`config.mk`:
```
export PLATFORM = sky130hd
export DESIGN_NAME = qpd_lockin_demod_flat
export DESIGN_NICKNAME = d
export VERILOG_FILES = /design/src/rtl/qpd_lockin_demod_if.sv /design/src/rtl/qpd_lockin_demod.sv /design/src/flat_wrapper.sv
export SDC_FILE = /design/constraint.sdc
export NUM_CORES = 2
export LEC_CHECK = 0
export CAP_MARGIN = 15
export CORE_ASPECT_RATIO = 0.8
export CORE_MARGIN = 3
export CORE_UTILIZATION = 50
export CTS_BUF_LIST = sky130_fd_sc_hd__clkbuf_4
export CTS_CLUSTER_SIZE = 12
export DETAILED_ROUTE_END_ITERATION = 10
export PLACE_DENSITY_LB_ADDON = 0.05
export SYNTH_ARGS = -nofsm -noshare
export SYNTH_HDL_FRONTEND = slang
export SYNTH_SLANG_ARGS = --single-unit
```
`constraint.sdc`:
```
create_clock -name clk_i -period 18.09 [get_ports clk_i]
set_input_delay 3.618 -clock clk_i [delete_from_list [all_inputs] [get_ports clk_i]]
set_output_delay 3.618 -clock clk_i [all_outputs]
set_load 0.05 [all_outputs]
```
`src/rtl/qpd_lockin_demod_if.sv`:
```
// Bus bundle for the QPD lock-in demodulator: sample inputs, references, results and status.
// The master drives samples and control; the slave (demodulator) returns I/Q results and status.
interface qpd_lockin_demod_if #(
    parameter int NUM_BITS = 24,
    parameter int NUM_CH   = 4
);
    logic                           tick_i;
    logic                           sync_i;
    logic [NUM_CH*NUM_BITS-1:0]     sig_i;
    logic [NUM_BITS-1:0]            sin_i;
    logic [NUM_BITS-1:0]            cos_i;
    logic                           clear_overrun_i;
    logic [2*NUM_CH*NUM_BITS-1:0]   iq_o;
    logic                           valid_o;
    logic                           busy_o;
    logic                           overrun_o;

    modport master (
        output tick_i, sync_i, sig_i, sin_i, cos_i, clear_overrun_i,
        input  iq_o, valid_o, busy_o, overrun_o
    );

    modport slave (
        input  tick_i, sync_i, sig_i, sin_i, cos_i, clear_overrun_i,
        output iq_o, valid_o, busy_o, overrun_o
    );
endinterface

```
`src/rtl/qpd_lockin_demod.sv`:
```
// Multi-channel lock-in demodulator: one shared multiplier walks 2*NUM_CH I/Q slots per tick,
// accumulates over 2^DECIM_LOG2 ticks and dumps the mean. Define LOCKIN_ROUND_EN for round-half-up dumps.
//
// state | meaning
// IDLE  | waiting for tick_i; latches sig/sin/cos on tick
// MAC   | one slot per cycle into the registered product, accumulate previous slot
// DRAIN | accumulate last slot, advance decimation counter
// DUMP  | publish scaled accumulators, clear them, pulse valid_o
module qpd_lockin_demod #(
    parameter int NUM_BITS   = 24,
    parameter int NUM_CH     = 4,
    parameter int DECIM_LOG2 = 6
) (
    input  logic              clk_i,
    input  logic              reset_ni,
    qpd_lockin_demod_if.slave bus
);
    localparam int NSLOT    = 2 * NUM_CH;
    localparam int SW       = (NSLOT > 1) ? $clog2(NSLOT) : 1;
    localparam int PW       = 2 * NUM_BITS;
    localparam int ACC_BITS = 2 * NUM_BITS + DECIM_LOG2;
    localparam int SH       = NUM_BITS + DECIM_LOG2;
`ifdef LOCKIN_ROUND_EN
    localparam logic signed [ACC_BITS-1:0] RND = ACC_BITS'(1) << (SH - 1);
`else
    localparam logic signed [ACC_BITS-1:0] RND = '0;
`endif

    typedef enum logic [1:0] {IDLE, MAC, DRAIN, DUMP} state_t;

    state_t                          state;
    logic [SW-1:0]                   slot;
    logic [NUM_CH*NUM_BITS-1:0]      sig_lat;
    logic signed [NUM_BITS-1:0]      sin_lat;
    logic signed [NUM_BITS-1:0]      cos_lat;
    logic signed [PW-1:0]            prod;
    logic [SW-1:0]                   prod_slot;
    logic                            prod_vld;
    logic signed [ACC_BITS-1:0]      acc [NSLOT];
    logic [DECIM_LOG2-1:0]           smp_cnt;
    logic [NSLOT*NUM_BITS-1:0]       iq_q;
    logic                            valid_q;
    logic                            overrun_q;

    logic signed [NUM_BITS-1:0]      sel_sig;
    logic signed [NUM_BITS-1:0]      sel_ref;
    logic signed [PW-1:0]            prod_d;
    logic [NSLOT*NUM_BITS-1:0]       dump_val;
    logic                            busy;

    assign busy = (state != IDLE);

    always_comb begin
        sel_sig = '0;
        for (int k = 0; k < NUM_CH; k++) begin
            if (SW'(k) == (slot >> 1)) sel_sig = sig_lat[k*NUM_BITS +: NUM_BITS];
        end
        sel_ref = slot[0] ? cos_lat : sin_lat;
        prod_d  = PW'(sel_sig) * PW'(sel_ref);
    end

    // Mean over 2^DECIM_LOG2 samples, rescaled by 2^-NUM_BITS; the top NUM_BITS always hold it.
    for (genvar g = 0; g < NSLOT; g++) begin : g_dump
        assign dump_val[g*NUM_BITS +: NUM_BITS] = NUM_BITS'((acc[g] + RND) >>> SH);
    end

    always_ff @(posedge clk_i or negedge reset_ni) begin
        if (!reset_ni) begin
            state     <= IDLE;
            slot      <= '0;
            sig_lat   <= '0;
            sin_lat   <= '0;
            cos_lat   <= '0;
            prod      <= '0;
            prod_slot <= '0;
            prod_vld  <= 1'b0;
            smp_cnt   <= '0;
            iq_q      <= '0;
            valid_q   <= 1'b0;
            overrun_q <= 1'b0;
            for (int i = 0; i < NSLOT; i++) acc[i] <= '0;
        end else begin
            valid_q  <= 1'b0;
            prod_vld <= 1'b0;

            // A tick swallowed by sync is not an overrun; set beats clear otherwise.
            if (!bus.sync_i && bus.tick_i && busy) overrun_q <= 1'b1;
            else if (bus.clear_overrun_i)          overrun_q <= 1'b0;

            if (prod_vld)
                acc[prod_slot] <= acc[prod_slot] + {{DECIM_LOG2{prod[PW-1]}}, prod};

            if (bus.sync_i) begin
                state   <= IDLE;
                smp_cnt <= '0;
                for (int i = 0; i < NSLOT; i++) acc[i] <= '0;
            end else begin
                case (state)
                    IDLE: begin
                        if (bus.tick_i) begin
                            sig_lat <= bus.sig_i;
                            sin_lat <= bus.sin_i;
                            cos_lat <= bus.cos_i;
                            slot    <= '0;
                            state   <= MAC;
                        end
                    end
                    MAC: begin
                        prod      <= prod_d;
                        prod_slot <= slot;
                        prod_vld  <= 1'b1;
                        if (slot == SW'(NSLOT - 1)) state <= DRAIN;
                        else                        slot  <= slot + 1'b1;
                    end
                    DRAIN: begin
                        if (smp_cnt == '1) begin
                            smp_cnt <= '0;
                            state   <= DUMP;
                        end else begin
                            smp_cnt <= smp_cnt + 1'b1;
                            state   <= IDLE;
                        end
                    end
                    DUMP: begin
                        iq_q    <= dump_val;
                        valid_q <= 1'b1;
                        for (int i = 0; i < NSLOT; i++) acc[i] <= '0;
                        state   <= IDLE;
                    end
                    default: state <= IDLE;
                endcase
            end
        end
    end

    assign bus.iq_o      = iq_q;
    assign bus.valid_o   = valid_q;
    assign bus.busy_o    = busy;
    assign bus.overrun_o = overrun_q;
endmodule

```
`src/flat_wrapper.sv`:
```
// flat-port wrapper written by rule: the top's interface ports become plain ports
module qpd_lockin_demod_flat 
#(
    parameter int NUM_BITS   = 24,
    parameter int NUM_CH     = 4,
    parameter int DECIM_LOG2 = 6
)
  (clk_i, reset_ni, bus_tick_i, bus_sync_i, bus_sig_i, bus_sin_i, bus_cos_i, bus_clear_overrun_i, bus_iq_o, bus_valid_o, bus_busy_o, bus_overrun_o);
  qpd_lockin_demod_if #(.NUM_BITS(NUM_BITS), .NUM_CH(NUM_CH)) bus_i ();
  input  logic clk_i;
  input  logic reset_ni;
  input wire logic [$bits(bus_i.tick_i)-1:0] bus_tick_i;
  input wire logic [$bits(bus_i.sync_i)-1:0] bus_sync_i;
  input wire logic [$bits(bus_i.sig_i)-1:0] bus_sig_i;
  input wire logic [$bits(bus_i.sin_i)-1:0] bus_sin_i;
  input wire logic [$bits(bus_i.cos_i)-1:0] bus_cos_i;
  input wire logic [$bits(bus_i.clear_overrun_i)-1:0] bus_clear_overrun_i;
  output wire logic [$bits(bus_i.iq_o)-1:0] bus_iq_o;
  output wire logic [$bits(bus_i.valid_o)-1:0] bus_valid_o;
  output wire logic [$bits(bus_i.busy_o)-1:0] bus_busy_o;
  output wire logic [$bits(bus_i.overrun_o)-1:0] bus_overrun_o;
  assign bus_i.tick_i = bus_tick_i;
  assign bus_i.sync_i = bus_sync_i;
  assign bus_i.sig_i = bus_sig_i;
  assign bus_i.sin_i = bus_sin_i;
  assign bus_i.cos_i = bus_cos_i;
  assign bus_i.clear_overrun_i = bus_clear_overrun_i;
  assign bus_iq_o = bus_i.iq_o;
  assign bus_valid_o = bus_i.valid_o;
  assign bus_busy_o = bus_i.busy_o;
  assign bus_overrun_o = bus_i.overrun_o;
  qpd_lockin_demod #(.NUM_BITS(NUM_BITS), .NUM_CH(NUM_CH), .DECIM_LOG2(DECIM_LOG2)) u_core (.clk_i(clk_i), .reset_ni(reset_ni), .bus(bus_i));
endmodule
```
# --- Word level (Yosys, flattened, before mapping) ---
# Cells that the tools add are included.
totals:
  elab_cells: 87
  mem_count: 0
  inputBits: 149
  latch_bits: 0
  ramBits: 0
  register_bits: 833
  romBits: 0
  output_inout_bits: 195
op_classes:
  bitwise: 2
  add_sub_neg: 3
  n_eq_ne: 12
  mux: 31
  n_reduce_logical: 16
  div: 0
  n_lt_le_gt_ge: 2
  shift: 0
  mul: 1
op_table:
  columns: ["cell", "n"]
  rows:
  - ["two-way mux 432 bit", 3]
  - ["bitwise mux 432 bit", 1]
  - ["binary-select mux 54 bit (select 3 bit)", 1]
  - ["demux 54 bit (select 3 bit)", 1]
  - ["two-way mux 54 bit", 3]
  - ["two-way mux 24 bit", 5]
  - ["adder 54 bit", 1]
  - ["multiplier 24 x 24 -> 48 bit", 1]
  - ["two-way mux 6 bit", 3]
  - ["two-way mux 2 bit", 4]
  - ["one-hot mux 2 bit (4 select lines)", 1]
  - ["nonzero test 2 bit", 4]
  - ["adder 6 x 1 -> 6 bit (second input constant)", 1]
  - ["== test 6 bit (second input constant)", 1]
  - ["two-way mux 1 bit", 6]
  - ["two-way mux 3 bit", 2]
  - ["one-hot mux 3 bit (2 select lines)", 1]
  - ["AND reduction 2 bit", 3]
  - ["== test 2 bit (first input constant)", 2]
  - ["== test 2 bit (second input constant)", 2]
  - ["greater-or-equal comparator 4 bit (second input constant)", 1]
  - ["less-than comparator 4 x 1 -> 1 bit (second input constant)", 1]
  - ["inequality test 2 bit (second input constant)", 2]
  - ["inverter 3 -> 4 bit", 1]
  - ["14 further kinds", 16]

# --- Depth between registers and ports, before layout ---
depth:
  depth_word: 9
  ltp_mapped: 33
  mapped_depth_nobuf: 29

# --- Worst setup path after synthesis ---
# Ideal clock, no wire load.
synth_timing:
  path_type: "register -> register"
  start: "register u_core.slot[2]"
  end: "register u_core.prod[44]"
  required_ns: 18.021
  setup_slack_ns: 10.030
  n_path_buf: 4
  synth_period_minus_slack_ns: 8.060
  stages_incl_launch_ff: 31
  setup_time_ns: 0.069
  arrival_time_ns: 7.991
  cell_sequence: "dfrtp_1 -> clkbuf_1 -> buf_1 -> buf_1 -> mux2i_1 -> nand2_1 -> o21ai_0 -> clkbuf_1 -> nor2_1 -> fa_1 -> inv_1 -> fa_1 -> fa_1 -> fa_1 -> inv_1 -> fa_1 -> inv_1 -> fa_1 -> fa_1 -> inv_1 -> ha_1 -> nand2_1 -> nor2_1 -> nand4_1 -> nor4_1 -> o21ai_0 -> o21a_1 -> nand2_1 -> a31oi_1 -> or4_1 -> nand3_1"
synth_via:
  elab_chain_cells: 6
  elab_cells_between_ends: 9
  classes_between: "1 x mul; 3 x eq/ne; 4 x mux; 1 x reduce/logical"
synth_rtl:
  columns: ["element", "line_no", "rtl"]
  rows:
  - ["start, declared", "qpd_lockin_demod.sv:32", "logic [SW-1:0] slot;"]
  - ["start signal, assigned", "qpd_lockin_demod.sv:113", "else slot <= slot + 1'b1;"]
  - ["zero test 3 bit", "qpd_lockin_demod.sv:56", "if (SW'(k) == (slot >> 1)) sel_sig = sig_lat[k*NUM_BITS +: NUM_BITS];"]
  - ["two-way mux 24 bit (3 in series)", "qpd_lockin_demod.sv:56", null]
  - ["two-way mux 24 bit *", "qpd_lockin_demod.sv:56", null]
  - ["multiplier 24 x 24 -> 48 bit *", "qpd_lockin_demod.sv:59", "prod_d = PW'(sel_sig) * PW'(sel_ref);"]
  - ["end signal, assigned", "qpd_lockin_demod.sv:109", "prod <= prod_d;"]
  - ["end, declared", "qpd_lockin_demod.sv:36", "logic signed [PW-1:0] prod;"]
# Mark *: on every way between the ends. The rest lies on a longest branch, timed or not.
# A chain may end at the register's enable or synchronous reset.

# --- Final worst setup path ---
# Same ends and word-level chain as after synthesis.

==> summary.txt <==
XOR/XNOR Fraction of Synth Area -> 1.621%
clk root buf -> clkbuf_4
initial core utilization -> 50.53%
share of cells above drive strength 1 -> 10.57%
Placeable Area -> 112900 um^2
port bufs -> 343
Post-Synth Simple-Gate Area -> 11.80%
Synth Net Count -> 6563
Yosys reg bits -> 833
htree depth -> 4
vias in the first global route -> 45550
Worst Clk Skew -> 0.08911 ns
Synth Flop Type -> dfrtp_1
WL/cell -> 23.77 um
worst endpoint required time -> 19.13 ns
CP endpoint kind -> flop
largest family of logic cells by synthesized area -> adder cells
post-synthesis adder-cell area fraction -> 25.51%
Row Count -> 110
CTS buffer count -> 207
pin count of the biggest net entering global routing -> 171
Worst Max-Slew Pin Slew -> 1.220 ns
Post-CTS Setup Repair Bufs -> 0
met2 routed WL -> 81440 um
crit path kind -> flop to flop
yosys synthesis warning count -> 0
Vias -> 44090
CP startpoint kind -> flop
Routed Antenna Nets -> 0
Starting DRT DRC Count -> 4265
crit-path max FO -> 51
Seq/Total Area, Yosys -> 36.55%
DRT Pass-1 Iters -> 6
CP max stage cell -> o21ai_1
setup TNS -> 0 ns
die area -> 118200 um^2
I/O pin count -> 344
crit path time final -> 8.990 ns
final hold violation count -> 0
max incr delay on CP -> 0.80 ns
CTS Hold Bufs -> 0
syn avg cell area -> 10.15 um^2
RD Place Congestion -> 0.9092
Synth cell types -> 78
cell mode on critical path -> fa_1
Clock Path Buffers -> 3
Worst-Skew Late Latency -> 1.19 ns
DP Wirelength -> 124100 um
Area Overhead vs Synth -> 13.03%
gr ovfl total -> 0
MaxCap Viol Count -> 0
routed vias/inst -> 5.823
f_max -> 111.2 MHz
Slew HR -> 18.11%
initial antenna violation count -> 5
Slew Viols, Final -> 0
number of fill cells -> 10070
Syn Inst Count -> 5616
Die W -> 383.6 um
Synth Area in Compound Gates -> 13.60%
layout net count -> 6857
CP arrival -> 10.03 ns
final WL -> 180000 um
Synth async-reset ratio -> 100.0%
Met3 Wirelength -> 15170 um
Tcrit/Tclk final -> 49.70%
post_cts resized -> 0
gr usage total -> 31.01%
Residual DRC -> 0
Final setup viols -> 0
run status -> completed
first-pass GRT wire length -> 279800 um
CTS tree -> done
DIE HEIGHT -> 308.1 um
EDFF count, synth -> 0
Hold Path Class -> flop to flop
CTS Sinks -> 833
top layer in use -> met5
WL met1 -> 77650 um
mux contribution to synthesized area -> 4.662%
RSZ-0062 raised after global routing -> false
Syn Std Cell Area -> 57030 um^2
clock slew at reported path FFs -> 0.06 ns
-- worst paths after layout --
| path | slack, ns | end | startpoint | cells after the start |
|---|---|---|---|---|
| min in group asynchronous | 2.51 | u_core.acc[383] | reset_ni | 1 |
| min | 0.47 | u_core.bus.iq_o[116] | u_core.bus.iq_o[116] | 2 |
| max in group asynchronous | 12.39 | u_core.bus.iq_o[57] | reset_ni | 4 |
| max reg2reg | 9.10 | u_core.prod[44] | u_core.slot[2] | 26 |
| min reg2reg | 0.47 | u_core.bus.iq_o[116] | u_core.bus.iq_o[116] | 2 |
| max | 9.10 | u_core.prod[44] | u_core.slot[2] | 26 |
-- metal layers --
metal,vias to the layer above,track usage [%]
met4,4,10.44
met5,-,0
li1,19290,-
met1,22430,43.78
met3,368,6.696
met2,2003,47.84
-- Yosys cell counts (all sizes together) (72+ instances only) --
| library cell | count | area (um^2) |
|---|---|---|
| o21ai | 158 | 798.3 |
| nand2 | 1083 | 4065 |
| nor2 | 347 | 1305 |
| fa | 608 | 12170 |
| a21oi | 108 | 544.3 |
| clkbuf | 309 | 1160 |
| mux2 | 189 | 2128 |
| a22oi | 218 | 1642 |
| dfrtp | 833 | 20840 |
| nand4 | 72 | 450.4 |
| a22o | 377 | 3302 |
| inv | 606 | 2275 |
| ha | 190 | 2377 |
-- registers in the layout (all words and copies together), names as in the netlist --
signal / flops
u_core.acc: 432
u_core.bus.iq_o: 192
u_core.sig_lat: 96
u_core.prod: 48
u_core.cos_lat: 24
u_core.sin_lat: 24
u_core.smp_cnt: 6
u_core.prod_slot: 3
u_core.slot: 3
u_core.state: 2
u_core.bus.overrun_o: 1
u_core.bus.valid_o: 1
u_core.prod_vld: 1
-- metrics by stage --
stage	std cells	hold WS, ns	utilization, %	setup WS [ns]	instance area, um^2
final	7572	0.4710	57.11	9.100	64460
after global routing	7572	0.4558	57.11	8.644	64460
after CTS	7564	0.4676	57.09	9.050	64430
after detailed placement	7212	0.4614	54.86	9.070	61920
after global placement	7212	0.4588	54.86	9.264	61920
after floorplan	5616	0.4502	-	10.03	57030
-- cell families (layout without fill, tap and decap cells) --
family / after synthesis / in the layout
buffers and inverters: 946 / 1383
muxes: 242 / 242
DFF: 833 / 833
adders and majority gates: 798 / 798
other: 0 / 7
AOI/OAI and AO/OA: 1045 / 1045
xor gates and xnor gates: 103 / 103
and+or+nand+nor: 1649 / 1649
-- cells in the final DEF (no fill, tap or decap), drive strengths merged, types with 27 or more instances in the layout --
cell and count:
a21o 41, a21oi 108, a22o 377, a22oi 218, buf 82, clkbuf 282
clkdlybuf4s50 342, clkinv 64, dfrtp 833, fa 608, ha 190, inv 609
mux2 189, mux2i 53, nand2 1083, nand2b 27, nand4 72, nor2 347
o21a 31, o21ai 158, xnor2 71, xor2 32
-- area by class of cell --
| type | instances | area (um^2) | share of cell area, % |
|---|---|---|---|
| Clock inverter | 70 | 392.9 | 0.6095 |
| Multi-Input combinational cell | 3837 | 32830 | 50.93 |
| Tap cell | 1512 | 1892 | 2.935 |
| Inverter | 607 | 2283 | 3.543 |
| Antenna cell | 7 | 17.52 | 0.02718 |
| Timing Repair Buffer | 424 | 4075 | 6.322 |
| Sequential cell | 833 | 20850 | 32.34 |
| Clock buffer | 282 | 2117 | 3.284 |
-- worst max-delay path: cells and delay by family, from the launching register on --
kind,cells,cell delay [ns]
multiplexers,1,0.43
AND/OR/NAND/NOR,8,1.94
flip-flops,1,0.33
adder cells (fa/ha/maj),8,3.96
buffers and inverters,5,0.81
AO/OA/AOI/OAI,4,1.37
Power is not shown: default switching activity piles up to over one toggle a cycle in this logic, so the estimate is an artifact.
